==> src/rtl/arroz_mem_arbiter_pkg.sv <==
// Shared constants for the arrozYleche memory-port arbiter.
//   ARB_RR / ARB_FIXED : arbitration mode selectors
//   id_width()         : bits needed to encode a master index (minimum 1)
package arroz_mem_arbiter_pkg;

  localparam int unsigned ARB_RR    = 0;
  localparam int unsigned ARB_FIXED = 1;

  function automatic int unsigned id_width(input int unsigned n);
    return (n <= 1) ? 1 : $clog2(n);
  endfunction

endpackage

==> src/rtl/arroz_mem_arbiter_rr_arbiter.sv <==
// Combinational requestor arbiter.
//   req    : per-master request vector
//   ptr    : round-robin search start (ignored in fixed-priority mode)
//   gnt    : one-hot grant, zero when no request
//   gnt_id : encoded index of the granted master
module rr_arbiter
  import arroz_mem_arbiter_pkg::*;
#(
  parameter int unsigned N    = 3,
  parameter int unsigned MODE = ARB_RR,
  parameter int unsigned IDW  = id_width(N)
) (
  input  logic [N-1:0]   req,
  input  logic [IDW-1:0] ptr,
  output logic [N-1:0]   gnt,
  output logic [IDW-1:0] gnt_id
);

  logic found;

  always_comb begin
    gnt    = '0;
    gnt_id = '0;
    found  = 1'b0;
    if (MODE == ARB_FIXED) begin
      for (int i = 0; i < int'(N); i++) begin
        if (!found && req[i]) begin
          gnt[i] = 1'b1;
          gnt_id = IDW'(i);
          found  = 1'b1;
        end
      end
    end else begin
      // First pass searches ptr..N-1, second pass wraps around to 0..ptr-1.
      for (int i = 0; i < int'(N); i++) begin
        if (!found && req[i] && (IDW'(i) >= ptr)) begin
          gnt[i] = 1'b1;
          gnt_id = IDW'(i);
          found  = 1'b1;
        end
      end
      for (int i = 0; i < int'(N); i++) begin
        if (!found && req[i] && (IDW'(i) < ptr)) begin
          gnt[i] = 1'b1;
          gnt_id = IDW'(i);
          found  = 1'b1;
        end
      end
    end
  end

endmodule

==> src/rtl/arroz_mem_arbiter.sv <==
// Memory-port arbiter: shares one synchronous-read memory port among
// NUM_MASTERS requestors, one access per cycle, reads returned to their owner
// after RD_LATENCY+1 cycles.
//   clk, reset          : clock, async active-low reset
//   m_req/m_we/m_adr/m_wdata : per-master request, write flag, packed address/data
//   m_gnt               : one-hot grant (combinational)
//   m_rvalid/m_rdata    : read-return pulse to owner and shared read data
//   memdata             : data from memory
//   memwrite/adr/memOut : registered memory-side controls
module arroz_mem_arbiter
  import arroz_mem_arbiter_pkg::*;
#(
  parameter int unsigned WIDTH       = 16,
  parameter int unsigned ADDR_WIDTH  = 16,
  parameter int unsigned NUM_MASTERS = 3,
  parameter int unsigned RD_LATENCY  = 1,
  parameter int unsigned ARB_MODE    = ARB_RR
) (
  input  logic                              clk,
  input  logic                              reset,
  input  logic [NUM_MASTERS-1:0]            m_req,
  input  logic [NUM_MASTERS-1:0]            m_we,
  input  logic [NUM_MASTERS*ADDR_WIDTH-1:0] m_adr,
  input  logic [NUM_MASTERS*WIDTH-1:0]      m_wdata,
  output logic [NUM_MASTERS-1:0]            m_gnt,
  output logic [NUM_MASTERS-1:0]            m_rvalid,
  output logic [WIDTH-1:0]                  m_rdata,
  input  logic [WIDTH-1:0]                  memdata,
  output logic                              memwrite,
  output logic [ADDR_WIDTH-1:0]             adr,
  output logic [WIDTH-1:0]                  memOut
);

  localparam int unsigned IDW  = id_width(NUM_MASTERS);
  localparam int unsigned LAST = RD_LATENCY - 1;

  logic [IDW-1:0]         ptr_q;
  logic [IDW-1:0]         ptr_d;
  logic [IDW-1:0]         gnt_id;
  logic                   accept;
  logic                   sel_we;
  logic [ADDR_WIDTH-1:0]  sel_adr;
  logic [WIDTH-1:0]       sel_wdata;
  logic [RD_LATENCY-1:0]  rd_vld_q;
  logic [IDW-1:0]         rd_id_q [RD_LATENCY];
  logic [NUM_MASTERS-1:0] rvalid_d;

  rr_arbiter #(
    .N    (NUM_MASTERS),
    .MODE (ARB_MODE),
    .IDW  (IDW)
  ) u_arb (
    .req    (m_req),
    .ptr    (ptr_q),
    .gnt    (m_gnt),
    .gnt_id (gnt_id)
  );

  // Payload of the granted master; grant is only ever set where a request is.
  always_comb begin
    accept    = |m_gnt;
    sel_we    = 1'b0;
    sel_adr   = '0;
    sel_wdata = '0;
    for (int i = 0; i < int'(NUM_MASTERS); i++) begin
      if (m_gnt[i]) begin
        sel_we    = m_we[i];
        sel_adr   = m_adr[i*ADDR_WIDTH +: ADDR_WIDTH];
        sel_wdata = m_wdata[i*WIDTH +: WIDTH];
      end
    end
  end

  // Pointer moves past the accepted master; fixed priority leaves it at zero.
  always_comb begin
    ptr_d = ptr_q;
    if ((ARB_MODE == ARB_RR) && accept) begin
      ptr_d = (gnt_id == IDW'(NUM_MASTERS - 1)) ? '0 : gnt_id + IDW'(1);
    end
  end

  // Decode the owner of the read leaving the return pipe.
  always_comb begin
    rvalid_d = '0;
    for (int i = 0; i < int'(NUM_MASTERS); i++) begin
      if (rd_id_q[LAST] == IDW'(i)) rvalid_d[i] = rd_vld_q[LAST];
    end
  end

  always_ff @(posedge clk or negedge reset) begin
    if (!reset) begin
      ptr_q    <= '0;
      memwrite <= 1'b0;
      adr      <= '0;
      memOut   <= '0;
      rd_vld_q <= '0;
      for (int k = 0; k < int'(RD_LATENCY); k++) rd_id_q[k] <= '0;
      m_rvalid <= '0;
      m_rdata  <= '0;
    end else begin
      ptr_q    <= ptr_d;
      memwrite <= accept & sel_we;
      if (accept) begin
        adr    <= sel_adr;
        memOut <= sel_wdata;
      end
      rd_vld_q[0] <= accept & ~sel_we;
      rd_id_q[0]  <= gnt_id;
      for (int k = 1; k < int'(RD_LATENCY); k++) begin
        rd_vld_q[k] <= rd_vld_q[k-1];
        rd_id_q[k]  <= rd_id_q[k-1];
      end
      m_rvalid <= rvalid_d;
      if (rd_vld_q[LAST]) m_rdata <= memdata;
    end
  end

endmodule

==> config.mk <==
export PLATFORM = sky130hd
export DESIGN_NAME = arroz_mem_arbiter
export DESIGN_NICKNAME = d
export VERILOG_FILES = /design/src/rtl/arroz_mem_arbiter_pkg.sv /design/src/rtl/arroz_mem_arbiter_rr_arbiter.sv /design/src/rtl/arroz_mem_arbiter.sv
export SDC_FILE = /design/constraint.sdc
export NUM_CORES = 1
export LEC_CHECK = 0
export CAP_MARGIN = 20
export CORE_ASPECT_RATIO = 0.7
export CORE_MARGIN = 4
export CORE_UTILIZATION = 60
export CTS_CLUSTER_SIZE = 10
export DETAILED_ROUTE_END_ITERATION = 10
export DONT_BUFFER_PORTS = 1
export GPL_TIMING_DRIVEN = 0
export PLACE_DENSITY = 0.76
export SYNTH_ARGS = -nofsm -noshare
export SYNTH_HDL_FRONTEND = slang
export SYNTH_HIERARCHICAL = 1
export SYNTH_SLANG_ARGS = --single-unit
==> constraint.sdc <==
create_clock -name clk -period 3.8 [get_ports clk]
set_clock_uncertainty 0.15 [all_clocks]
set_input_delay 0.76 -clock clk [delete_from_list [all_inputs] [get_ports clk]]
set_output_delay 0.76 -clock clk [all_outputs]
set_load 0.02 [all_outputs]
# --- After elaboration in Yosys (flattened, before gate mapping) ---
# Cells that the tools add are included.
totals:
  regBits: 57
  inputBits: 120
op_classes:
  n_reduce_logical: 18
  n_addsub: 1
  bitwise: 3
  n_lt_le_gt_ge: 6
  eq_ne: 3
  muxes: 28
ops:
  columns: ["op", "count"]
  rows:
  - ["2-to-1 mux 16 bit", 6]
  - ["2-to-1 mux 1 bit", 17]
  - ["logical AND 1 bit", 11]
  - ["2-to-1 mux 2 bit", 5]
  - ["zero test 1 bit", 5]
  - ["equality test 2 bit (second input constant)", 2]
  - [">= comparator 1 x 2 -> 1 bit (first input constant)", 2]
  - ["< comparator 1 x 2 -> 1 bit (first input constant)", 2]
  - ["OR reduction 3 bit", 1]
  - ["adder 2 x 1 -> 2 bit (second input constant)", 1]
  - ["bitwise AND 1 bit", 2]
  - ["equality test 2 x 1 -> 1 bit (second input constant)", 1]
  - [">= comparator 2 bit (first input constant)", 1]
  - ["zero test 2 bit", 1]
  - ["< comparator 2 bit (first input constant)", 1]
  - ["inverter 1 bit", 1]

# --- Longest topological paths before layout ---
# Gate-level depths: netlist of the first run.
logic_depth:
  word_depth: 26
  depth_mapped: 7
  mapped_depth_nobuf: 5

# --- By module ---
# Netlist of the first run, hierarchy kept.
by_module_without_submodules:
  columns: ["mod", "area_each_um2", "cells_per_inst", "seq_area_each_um2", "n_inst"]
  rows:
  - ["arroz_mem_arbiter", 2532.4, 209, 1426.4, 1]
  - ["rr_arbiter", 81.3, 12, 0.0, 1]

# --- Worst setup path before layout of the first run ---
# Ideal clock, no wire load.
synth_timing:
  path_kind: "in2reg"
  from: "input m_req[0]"
  to: "register memOut[6]"
  cell_stages: 6
  arrival_ns: 2.200
  slack_ns: 1.314
  required_time_ns: 3.514
  cell_sequence: "a221oi_1 > buf_4 > nor3_4 > buf_6 > a22oi_1 > o21ai_0"
synth_via:
  elab_chain_cells: 23
synth_rtl:
  columns: ["item", "line", "text"]
  rows:
  - ["from (decl)", "arroz_mem_arbiter.sv:21", "input logic [NUM_MASTERS-1:0] m_req,"]
  - ["logical AND 1 bit", "arroz_mem_arbiter_rr_arbiter.sv:36", "if (!found && req[i] && (IDW'(i) >= ptr)) begin"]
  - ["2-to-1 mux 1 bit", "arroz_mem_arbiter_rr_arbiter.sv:36", null]
  - ["zero test 1 bit", "arroz_mem_arbiter_rr_arbiter.sv:36", null]
  - ["logical AND 1 bit (2 in a row)", "arroz_mem_arbiter_rr_arbiter.sv:36", null]
  - ["2-to-1 mux 1 bit", "arroz_mem_arbiter_rr_arbiter.sv:36", null]
  - ["zero test 1 bit", "arroz_mem_arbiter_rr_arbiter.sv:36", null]
  - ["logical AND 1 bit (2 in a row)", "arroz_mem_arbiter_rr_arbiter.sv:36", null]
  - ["2-to-1 mux 1 bit", "arroz_mem_arbiter_rr_arbiter.sv:36", null]
  - ["(+3 left out)", null, null]
  - ["2-to-1 mux 1 bit", "arroz_mem_arbiter_rr_arbiter.sv:43", "if (!found && req[i] && (IDW'(i) < ptr)) begin"]
  - ["zero test 1 bit", "arroz_mem_arbiter_rr_arbiter.sv:43", null]
  - ["logical AND 1 bit (2 in a row)", "arroz_mem_arbiter_rr_arbiter.sv:43", null]
  - ["2-to-1 mux 1 bit", "arroz_mem_arbiter_rr_arbiter.sv:43", null]
  - ["zero test 1 bit", "arroz_mem_arbiter_rr_arbiter.sv:43", null]
  - ["logical AND 1 bit (2 in a row)", "arroz_mem_arbiter_rr_arbiter.sv:43", null]
  - ["2-to-1 mux 1 bit", "arroz_mem_arbiter_rr_arbiter.sv:43", null]
  - ["OR reduction 3 bit / 2-to-1 mux 16 bit (equally long branches)", "arroz_mem_arbiter.sv:61, arroz_mem_arbiter.sv:66", null]
  - ["to (signal assigned)", "arroz_mem_arbiter.sv:105", "memOut <= sel_wdata;"]
  - ["to (decl)", "arroz_mem_arbiter.sv:31", "output logic [WIDTH-1:0] memOut"]
# Parallel ways exist; a longest one is shown, timed or not.
# A chain may end at the register's enable or synchronous reset.

# --- Final worst setup path of the first run ---
layout_timing:
  from: "register ptr_q[1]"
  to: "output m_gnt[1]"
layout_via:
  elab_chain_cells: 19
layout_rtl:
  columns: ["item", "line", "text"]
  rows:
  - ["from (decl)", "arroz_mem_arbiter.sv:37", "logic [IDW-1:0] ptr_q;"]
  - ["from (signal assigned)", "arroz_mem_arbiter.sv:101", "ptr_q <= ptr_d;"]
  - [">= comparator 1 x 2 -> 1 bit", "arroz_mem_arbiter_rr_arbiter.sv:36", null]
  - ["logical AND 1 bit", "arroz_mem_arbiter_rr_arbiter.sv:36", null]
  - ["2-to-1 mux 1 bit", "arroz_mem_arbiter_rr_arbiter.sv:36", null]
  - ["zero test 1 bit", "arroz_mem_arbiter_rr_arbiter.sv:36", null]
  - ["logical AND 1 bit (2 in a row)", "arroz_mem_arbiter_rr_arbiter.sv:36", null]
  - ["2-to-1 mux 1 bit", "arroz_mem_arbiter_rr_arbiter.sv:36", null]
  - ["zero test 1 bit", "arroz_mem_arbiter_rr_arbiter.sv:36", null]
  - ["logical AND 1 bit (2 in a row)", "arroz_mem_arbiter_rr_arbiter.sv:36", null]
  - ["2-to-1 mux 1 bit", "arroz_mem_arbiter_rr_arbiter.sv:36", null]
  - ["zero test 1 bit", "arroz_mem_arbiter_rr_arbiter.sv:43", null]
  - ["logical AND 1 bit (2 in a row)", "arroz_mem_arbiter_rr_arbiter.sv:43", null]
  - ["2-to-1 mux 1 bit", "arroz_mem_arbiter_rr_arbiter.sv:43", null]
  - ["zero test 1 bit", "arroz_mem_arbiter_rr_arbiter.sv:43", null]
  - ["logical AND 1 bit (2 in a row)", "arroz_mem_arbiter_rr_arbiter.sv:43", null]
  - ["2-to-1 mux 1 bit (*)", "arroz_mem_arbiter_rr_arbiter.sv:43", null]
  - ["to (decl)", "arroz_mem_arbiter.sv:25", "output logic [NUM_MASTERS-1:0] m_gnt,"]
# Mark *: on every way between the ends. The rest lies on a longest branch, timed or not.

==> run_summary.xml, run 1 <==
<?xml version="1.0" encoding="UTF-8"?>
<metrics>
  <group name="synth">
    <metric name="synthDistinctLibCells" unit="">23</metric>
    <metric name="yosys_most_used_dff" unit="">sky130_fd_sc_hd__dfrtp_1</metric>
    <metric name="synth_edf_count" unit="">0</metric>
    <metric name="synth_top_cell_by_area" unit="">sky130_fd_sc_hd__dfrtp_1</metric>
    <metric name="async_reset_ff_frac" unit="">1.00</metric>
    <metric name="post_synth_main_area_contributors" unit="">sky130_fd_sc_hd__dfrtp_1, sky130_fd_sc_hd__a22oi_1, sky130_fd_sc_hd__mux2_2</metric>
    <metric name="synth_fp_nets" unit="">341</metric>
    <metric name="synth_area_per_cell" unit="µm²">11.8</metric>
    <metric name="ys_ff_latch" unit="">57</metric>
    <metric name="post_synth_inst_count" unit="">221</metric>
    <metric name="synthMostInstantiatedCell" unit="">sky130_fd_sc_hd__a22oi_1</metric>
    <metric name="synth_top_cells_by_count" unit="">sky130_fd_sc_hd__a22oi_1, sky130_fd_sc_hd__dfrtp_1, sky130_fd_sc_hd__o21ai_0, sky130_fd_sc_hd__mux2_2, sky130_fd_sc_hd__o21ai_1</metric>
    <metric name="synth.cell_area" unit="µm²">2610</metric>
    <metric name="synth_sequential_area_ratio" unit="">0.546</metric>
    <metric name="ys.warnings.count" unit="">6</metric>
    <metric name="synth_top_area_share" unit="">0.546</metric>
  </group>
  <group name="detailed_routing">
    <metric name="drt-total-wl" unit="mm">7.18</metric>
    <metric name="drcViolationCount" unit="">0</metric>
    <metric name="vias_per_cell" unit="">6.99</metric>
    <metric name="vias" unit="">2026</metric>
    <metric name="wl_per_cell" unit="µm">24.7</metric>
    <metric name="drt_iter0_markers" unit="">120</metric>
    <metric name="detail-route-antenna-nets" unit="">0</metric>
    <metric name="drt-pass1-iter-count" unit="">4</metric>
  </group>
  <group name="min_path">
    <metric name="holdCritPathClass" unit="">in2async</metric>
  </group>
  <group name="pwr">
    <metric name="sequentialPowerShare" unit="">0.534</metric>
    <metric name="peakVddDrop" unit="mV">0.490</metric>
    <metric name="total_power" unit="W">0.00270</metric>
    <metric name="p_sw" unit="W">0.00118</metric>
    <metric name="share_comb_of_total_power" unit="">0.285</metric>
    <metric name="sw_frac_of_total" unit="">0.438</metric>
    <metric name="power_density" unit="nW/µm²">938</metric>
    <metric name="power.static_leakage" unit="nW">1.21</metric>
    <metric name="pwr-share-clk" unit="">0.181</metric>
    <metric name="power.internal" unit="W">0.00152</metric>
  </group>
  <group name="sta">
    <metric name="timing_worst_slew_pin_value" unit="ns">0.993</metric>
    <metric name="layout_min_cycle_time" unit="ns">2.72</metric>
    <metric name="timing.final.max_slew_violations" unit="">0</metric>
    <metric name="report.final.hold_viol_count" unit="">0</metric>
    <metric name="period_utilization" unit="">0.716</metric>
    <metric name="setup_ws" unit="ns">1.08</metric>
    <metric name="report.final.setup_viol" unit="">0</metric>
    <metric name="rsz0062_at_grt" unit="">false</metric>
    <metric name="slew-limit-headroom" unit="">0.338</metric>
    <metric name="finalSetupTns" unit="ns">0</metric>
    <metric name="max_clock_freq" unit="MHz">367</metric>
  </group>
  <group name="setup_path">
    <metric name="critical_path_depth_in_cells" unit="">2</metric>
    <metric name="path_delay_family" unit="">compound AO/OA/AOI/OAI gates</metric>
    <metric name="critical_path_required_time" unit="ns">2.89</metric>
    <metric name="worst_setup_path_startpoint" unit="">ptr_q[1]</metric>
    <metric name="critical_path.slowest_cell" unit="">sky130_fd_sc_hd__a221oi_1</metric>
    <metric name="critPathKind" unit="">reg2out</metric>
    <metric name="crit_arrival" unit="ns">1.81</metric>
    <metric name="worstReg2RegStart" unit="">ptr_q[1]</metric>
    <metric name="cp-start-kind" unit="">flip-flop</metric>
    <metric name="cpPeakStageDelay" unit="ns">0.87</metric>
    <metric name="reg2reg_depth" unit="">7</metric>
    <metric name="critical_path.cell_chain" unit="">nand2b_1 -&gt; a221oi_1</metric>
    <metric name="worstReg2RegEnd" unit="">adr[1]</metric>
    <metric name="crit_path_end_kind" unit="">output port</metric>
    <metric name="crit_fanout" unit="">5</metric>
    <metric name="path_buf_inv" unit="">0</metric>
    <metric name="rrSetupSlack" unit="ns">1.16</metric>
    <metric name="crit_path_end" unit="">m_gnt[1]</metric>
  </group>
  <group name="clock_network">
    <metric name="cts_tree" unit="">yes</metric>
    <metric name="clock_sinks" unit="">57</metric>
    <metric name="cts-root-buf" unit="">sky130_fd_sc_hd__clkbuf_8</metric>
    <metric name="numCtsBuffers" unit="">9</metric>
    <metric name="post_cts_resize_count" unit="">0</metric>
    <metric name="clk_pin_slew_worst_paths" unit="ns">0.06</metric>
    <metric name="clk-insertion-delay-late" unit="ns">0.33</metric>
    <metric name="clock_tree.buffer_depth" unit="">2</metric>
    <metric name="cts_htree_levels" unit="">3</metric>
  </group>
  <group name="cells_and_area">
    <metric name="n_fill_cell" unit="">295</metric>
    <metric name="final_layout_size_suffix_gt1_frac" unit="">0.218</metric>
    <metric name="final_cells" unit="">290</metric>
    <metric name="area.growth.synth_to_final" unit="%">10.2</metric>
    <metric name="design_area_final" unit="µm²">2880</metric>
    <metric name="finalNetCount" unit="">353</metric>
    <metric name="antennaDiodeCount" unit="">0</metric>
  </group>
  <group name="floorplan">
    <metric name="die_w" unit="µm">86.9</metric>
    <metric name="floorplan.initialDensity" unit="">0.643</metric>
    <metric name="design.portCount" unit="">175</metric>
    <metric name="floorplan.core_area" unit="µm²">4070</metric>
    <metric name="placement_rows" unit="">19</metric>
    <metric name="fp.dieArea" unit="µm²">5490</metric>
    <metric name="dieHeight" unit="µm">63.2</metric>
  </group>
  <group name="grt">
    <metric name="vias_in_the_first_global_route" unit="">2175</metric>
    <metric name="global_route.usage.total" unit="">0.273</metric>
    <metric name="grt_first_pass_wirelength" unit="mm">11.3</metric>
    <metric name="grt_start_max_net_pins" unit="">58</metric>
    <metric name="overflow" unit="">0</metric>
    <metric name="antenna_violations_before_repair" unit="">0</metric>
  </group>
  <group name="job">
    <metric name="timing.max_cap.violations" unit="">0</metric>
  </group>
  <group name="placement">
    <metric name="placed_cell_area" unit="µm²">2680</metric>
    <metric name="place.port_buffers" unit="">0</metric>
    <metric name="placed_cells" unit="">273</metric>
    <metric name="place.gp.congestion" unit="">0.791</metric>
    <metric name="place_ws" unit="ns">1.05</metric>
    <metric name="hpwlAfterDp" unit="mm">5.49</metric>
  </group>
  <group name="run_status">
    <metric name="run_status" unit="">finished clean</metric>
  </group>
</metrics>
-- metrics by stage --
step                hold slack, ns  utilization
global route                 0.143        0.709
finish                       0.145        0.709
floorplan                    0.264            -
global placement             0.273        0.659
CTS                          0.140        0.709
detailed placement           0.287        0.659
-- worst reg2reg max path, cell delays in order, from the launching register on --
cell and delay (ns):
sky130_fd_sc_hd__dfrtp_1 0.42, sky130_fd_sc_hd__nand2b_1 0.20, sky130_fd_sc_hd__a221oi_1 0.87, sky130_fd_sc_hd__buf_4 0.33, sky130_fd_sc_hd__nor3_4 0.10, sky130_fd_sc_hd__buf_6 0.16
sky130_fd_sc_hd__a22oi_1 0.15, sky130_fd_sc_hd__o21ai_0 0.12
-- repair_timing --
item | CTS | global route
hold endpoints to repair | 57 | 0
setup buffers | 0 | 0
hold buffers | 1 | 0
-- metal layers --
metal,vias to the layer above,GRT usage,routed length [µm]
met5,-,0,0
met4,0,0.0953,102
met3,10,0.115,793
met2,138,0.472,3720
met1,995,0.297,2570
li1,883,-,-
-- registers in the layout (all words and copies together) (netlist names) --
name	cells
memOut	16
m_rdata	16
rd_vld_q	1
ptr_q	2
adr	16
rd_id_q	2
m_rvalid	3
memwrite	1
-- final cells by class --
type / count / area [µm²] / area share
multi-input combinational: 140 / 1020 / 0.354
clock buffer: 13 / 159 / 0.0552
timing repair buffer: 1 / 27.5 / 0.00956
sequential: 57 / 1430 / 0.495
buffer: 21 / 156 / 0.0543
inverter: 3 / 11.3 / 0.00391
clock inverter: 3 / 15.0 / 0.00521
tap: 52 / 65.1 / 0.0226
-- cell usage in the layout, fill, tap and decap left out --
cell	instances
sky130_fd_sc_hd__a221oi_1	3
sky130_fd_sc_hd__buf_2	8
sky130_fd_sc_hd__o221a_2	1
sky130_fd_sc_hd__o31ai_1	1
sky130_fd_sc_hd__nor2_1	2
sky130_fd_sc_hd__o21ai_0	21
sky130_fd_sc_hd__o31a_1	2
sky130_fd_sc_hd__clkinv_2	3
sky130_fd_sc_hd__nor3b_1	2
sky130_fd_sc_hd__a22oi_2	1
sky130_fd_sc_hd__nor3_4	1
sky130_fd_sc_hd__clkbuf_1	5
sky130_fd_sc_hd__buf_16	1
sky130_fd_sc_hd__buf_6	8
sky130_fd_sc_hd__nor2b_1	2
sky130_fd_sc_hd__a21oi_1	3
sky130_fd_sc_hd__buf_4	2
sky130_fd_sc_hd__nand2_1	4
sky130_fd_sc_hd__dfrtp_1	57
sky130_fd_sc_hd__inv_1	3
sky130_fd_sc_hd__and3b_1	4
sky130_fd_sc_hd__a22oi_1	62
sky130_fd_sc_hd__o21ai_1	13
sky130_fd_sc_hd__clkbuf_8	11
sky130_fd_sc_hd__nand2b_1	2
sky130_fd_sc_hd__mux2_2	16
-- kinds of logic (layout without fill, tap and decap cells) --
| family | Yosys count | count (layout) | synth area share |
|---|---|---|---|
| buffers and inverters | 24 | 41 | 0.0641 |
| muxes | 16 | 16 | 0.0689 |
| DFF | 57 | 57 | 0.546 |
| AOI/OAI and AO/OA | 107 | 107 | 0.278 |
| and+or+nand+nor | 17 | 17 | 0.0436 |
-- how the worst min path moves through the flow --
stage	to	depth (start not counted)
after detailed placement	m_rvalid[0]	1
final	memOut[14]	1
after global routing	memOut[0]	1
after CTS	adr[12]	1
after global placement	m_rvalid[0]	1
after floorplan	m_rvalid[0]	1
-- power by group through the flow --
stage	logic [W]	clock network [W]	registers, W
CTS	0.000775	0.000502	0.00145
floorplan	0.000615	0	0.00138
finish	0.000770	0.000489	0.00144
detailed placement	0.000756	0	0.00146
global placement	0.000706	0	0.00144
global route	0.000871	0.000535	0.00148
No activity file was read; power rests on OpenSTA's default activity.
==> inputs of run 2 (changes only) <==
--- a/config.mk
+++ b/config.mk
@@ -8,12 +8,12 @@
 export CAP_MARGIN = 20
 export CORE_ASPECT_RATIO = 0.7
 export CORE_MARGIN = 4
-export CORE_UTILIZATION = 60
+export CORE_UTILIZATION = 56
 export CTS_CLUSTER_SIZE = 10
 export DETAILED_ROUTE_END_ITERATION = 10
 export DONT_BUFFER_PORTS = 1
 export GPL_TIMING_DRIVEN = 0
-export PLACE_DENSITY = 0.76
+export PLACE_DENSITY = 0.74
 export SYNTH_ARGS = -nofsm -noshare
 export SYNTH_HDL_FRONTEND = slang
 export SYNTH_HIERARCHICAL = 1
==> constraint.sdc (replaced) <==
create_clock -name clk -period 2.5 [get_ports clk]
set_clock_uncertainty 0.15 [all_clocks]
set_input_delay 0.5 -clock clk [delete_from_list [all_inputs] [get_ports clk]]
set_output_delay 0.5 -clock clk [all_outputs]
set_load 0.02 [all_outputs]
==> run 2 against run 1 <==
Effect of this change: global-route usage is 2.7 points lower; sequential share of layout area is 1.1 points lower; count of clock-buffer cells in the layout is 2 lower; final area is 2.3% higher; die area is 6.4% higher; wire length is 2.5% lower; total power is 59% higher; clock power is 92% higher; setup slack worse by 0.91 ns; via count is 1.3% lower; first-iteration DRC count is 23% higher; register-to-register slack worse by 0.99 ns; critical path type is now reg2reg; largest power group unchanged.
==> run_summary.xml, run 2 (synthesized netlist as in run 1, its figures left out) <==
<?xml version="1.0" encoding="UTF-8"?>
<metrics>
  <group name="setup_path">
    <metric name="crit_path_end_kind" unit="">flip-flop</metric>
    <metric name="critPathKind" unit="">reg2reg</metric>
    <metric name="cp-start-kind" unit="">flip-flop</metric>
    <metric name="crit_fanout" unit="">10</metric>
    <metric name="reg2reg_depth" unit="">7</metric>
    <metric name="rrSetupSlack" unit="ns">0.17</metric>
    <metric name="worstReg2RegEnd" unit="">memOut[3]</metric>
    <metric name="crit_arrival" unit="ns">2.38</metric>
    <metric name="critical_path_required_time" unit="ns">2.54</metric>
    <metric name="worstReg2RegStart" unit="">ptr_q[1]</metric>
  </group>
  <group name="run_status">
    <metric name="run_status" unit="">finished clean</metric>
  </group>
  <group name="cells_and_area">
    <metric name="final_layout_size_suffix_gt1_frac" unit="">0.226</metric>
    <metric name="n_fill_cell" unit="">307</metric>
    <metric name="final_common_cell" unit="">sky130_fd_sc_hd__a22oi_1</metric>
    <metric name="final_cells" unit="">294</metric>
    <metric name="layout.cells.most_common_list" unit="">sky130_fd_sc_hd__a22oi_1, sky130_fd_sc_hd__dfrtp_1, sky130_fd_sc_hd__o21ai_0, sky130_fd_sc_hd__mux2_2, sky130_fd_sc_hd__o21ai_1</metric>
    <metric name="largest_registers" unit="">adr (16), m_rdata (16), memOut (16)</metric>
    <metric name="finalNetCount" unit="">354</metric>
    <metric name="area.growth.synth_to_final" unit="%">12.7</metric>
    <metric name="antennaDiodeCount" unit="">0</metric>
  </group>
  <group name="grt">
    <metric name="vias_in_the_first_global_route" unit="">2143</metric>
    <metric name="antenna_violations_before_repair" unit="">0</metric>
    <metric name="overflow" unit="">0</metric>
    <metric name="global_route.usage.total" unit="">0.246</metric>
    <metric name="grt_start_max_net_pins" unit="">58</metric>
    <metric name="grt_first_pass_wirelength" unit="mm">10.6</metric>
  </group>
  <group name="clock_network">
    <metric name="numCtsBuffers" unit="">9</metric>
    <metric name="clk_pin_slew_worst_paths" unit="ns">0.06</metric>
    <metric name="cts_htree_levels" unit="">3</metric>
    <metric name="clock_tree.buffer_depth" unit="">2</metric>
    <metric name="clk-insertion-delay-late" unit="ns">0.33</metric>
    <metric name="cts_tree" unit="">yes</metric>
    <metric name="cts-root-buf" unit="">sky130_fd_sc_hd__clkbuf_8</metric>
    <metric name="clock_sinks" unit="">57</metric>
  </group>
  <group name="job">
    <metric name="timing.max_cap.violations" unit="">0</metric>
  </group>
  <group name="floorplan">
    <metric name="die_w" unit="µm">89.7</metric>
    <metric name="dieHeight" unit="µm">65.2</metric>
    <metric name="floorplan.core_area" unit="µm²">4430</metric>
    <metric name="placement_rows" unit="">20</metric>
    <metric name="fp.dieArea" unit="µm²">5840</metric>
    <metric name="design.portCount" unit="">175</metric>
    <metric name="floorplan.initialDensity" unit="">0.590</metric>
  </group>
  <group name="min_path">
    <metric name="worstHoldPathCells" unit="">1</metric>
    <metric name="worstHoldEndpoint" unit="">rd_vld_q</metric>
    <metric name="worstHoldStart" unit="">m_we[2]</metric>
    <metric name="holdCritPathClass" unit="">in2reg</metric>
  </group>
  <group name="detailed_routing">
    <metric name="drt_iter0_markers" unit="">148</metric>
    <metric name="drcViolationCount" unit="">0</metric>
    <metric name="detail-route-antenna-nets" unit="">0</metric>
    <metric name="vias_per_cell" unit="">6.80</metric>
    <metric name="vias" unit="">1999</metric>
    <metric name="wl_per_cell" unit="µm">23.8</metric>
    <metric name="drt-pass1-iter-count" unit="">4</metric>
    <metric name="drt-total-wl" unit="mm">7.00</metric>
  </group>
  <group name="sta">
    <metric name="period_utilization" unit="">0.933</metric>
    <metric name="report.final.setup_viol" unit="">0</metric>
    <metric name="timing.final.max_slew_violations" unit="">0</metric>
    <metric name="layout_min_cycle_time" unit="ns">2.33</metric>
    <metric name="timing_worst_slew_pin_value" unit="ns">0.598</metric>
    <metric name="rsz0062_at_grt" unit="">false</metric>
    <metric name="slew-limit-headroom" unit="">0.601</metric>
    <metric name="max_clock_freq" unit="MHz">429</metric>
    <metric name="report.final.hold_viol_count" unit="">0</metric>
    <metric name="worst_hold_slack" unit="ns">0.114</metric>
  </group>
  <group name="placement">
    <metric name="hpwlAfterDp" unit="mm">5.38</metric>
    <metric name="place.port_buffers" unit="">0</metric>
    <metric name="placed_cells" unit="">276</metric>
    <metric name="place.gp.congestion" unit="">0.717</metric>
  </group>
  <group name="pwr">
    <metric name="power_density" unit="nW/µm²">1460</metric>
    <metric name="power.static_leakage" unit="nW">1.23</metric>
    <metric name="peakVddDrop" unit="mV">0.627</metric>
  </group>
</metrics>
==> run 2: area by class of cell <==
type                            instances  area [µm²]  area share
Inverter                                3        11.3     0.00382
Clock inverter                          5        78.8      0.0268
Multi-Input combinational cell        140        1030       0.348
Sequential cell                        57        1430       0.484
Buffer                                 21         156      0.0531
Tap cell                               55        68.8      0.0234
Timing Repair Buffer                    2        37.5      0.0127
Clock buffer                           11         141      0.0480
==> run 2: worst max-delay path, stage by stage, from the launching register on <==
cell and delay (ns):
sky130_fd_sc_hd__dfrtp_1 0.41, sky130_fd_sc_hd__nand2b_1 0.21, sky130_fd_sc_hd__a221oi_2 0.58, sky130_fd_sc_hd__buf_4 0.30, sky130_fd_sc_hd__nor3_4 0.10, sky130_fd_sc_hd__buf_6 0.16, sky130_fd_sc_hd__a22oi_1 0.18, sky130_fd_sc_hd__o21ai_1 0.10
==> run 2: power breakdown <==
group	total (W)	switching [W]	leakage (nW)	internal [W]
clock network	0.000940	0.000354	0.113	0.000587
registers	0.00218	0.000829	0.694	0.00136
logic	0.00118	0.000631	0.425	0.000548
==> run 2: metrics by stage <==
stage | setup TNS (ns) | util | setup WS (ns) | total power (W) | area (µm²)
after CTS | 0 | 0.665 | 0.155 | 0.00434 | 2950
after detailed placement | -2.86 | 0.606 | -0.142 | 0.00336 | 2680
final | 0 | 0.665 | 0.169 | 0.00430 | 2950
after global routing | 0 | 0.665 | 0.00856 | 0.00458 | 2950
after floorplan | 0 | - | 0.193 | 0.00303 | 2610
after global placement | -0.936 | 0.606 | -0.0528 | 0.00327 | 2680
==> run 2: layer usage <==
layer  wire length (µm)  share of wire  up-vias  GRT usage
met4                156          0.022        0      0.106
met3                675          0.096       15     0.0827
met1               2460           0.35      986      0.275
met2               3710           0.53      121      0.422
li1                   -              -      877          -
met5                  0              0        -          0
==> run 2: worst max-delay path by stage <==
stage | end | start | depth (start not counted)
CTS | memOut[3] | ptr_q[1] | 7
global route | memOut[13] | ptr_q[1] | 7
detailed placement | memOut[3] | ptr_q[1] | 7
finish | memOut[3] | ptr_q[1] | 7
global placement | adr[0] | ptr_q[1] | 7
floorplan | memOut[6] | ptr_q[1] | 7
==> run 2: what timing repair did <==
action	4_1_cts	5_1_grt
setup buffers	0	0
gates resized for setup	1	0
setup endpoints to repair	32	0
hold buffers	2	0
endpoints found under the hold margin	57	0
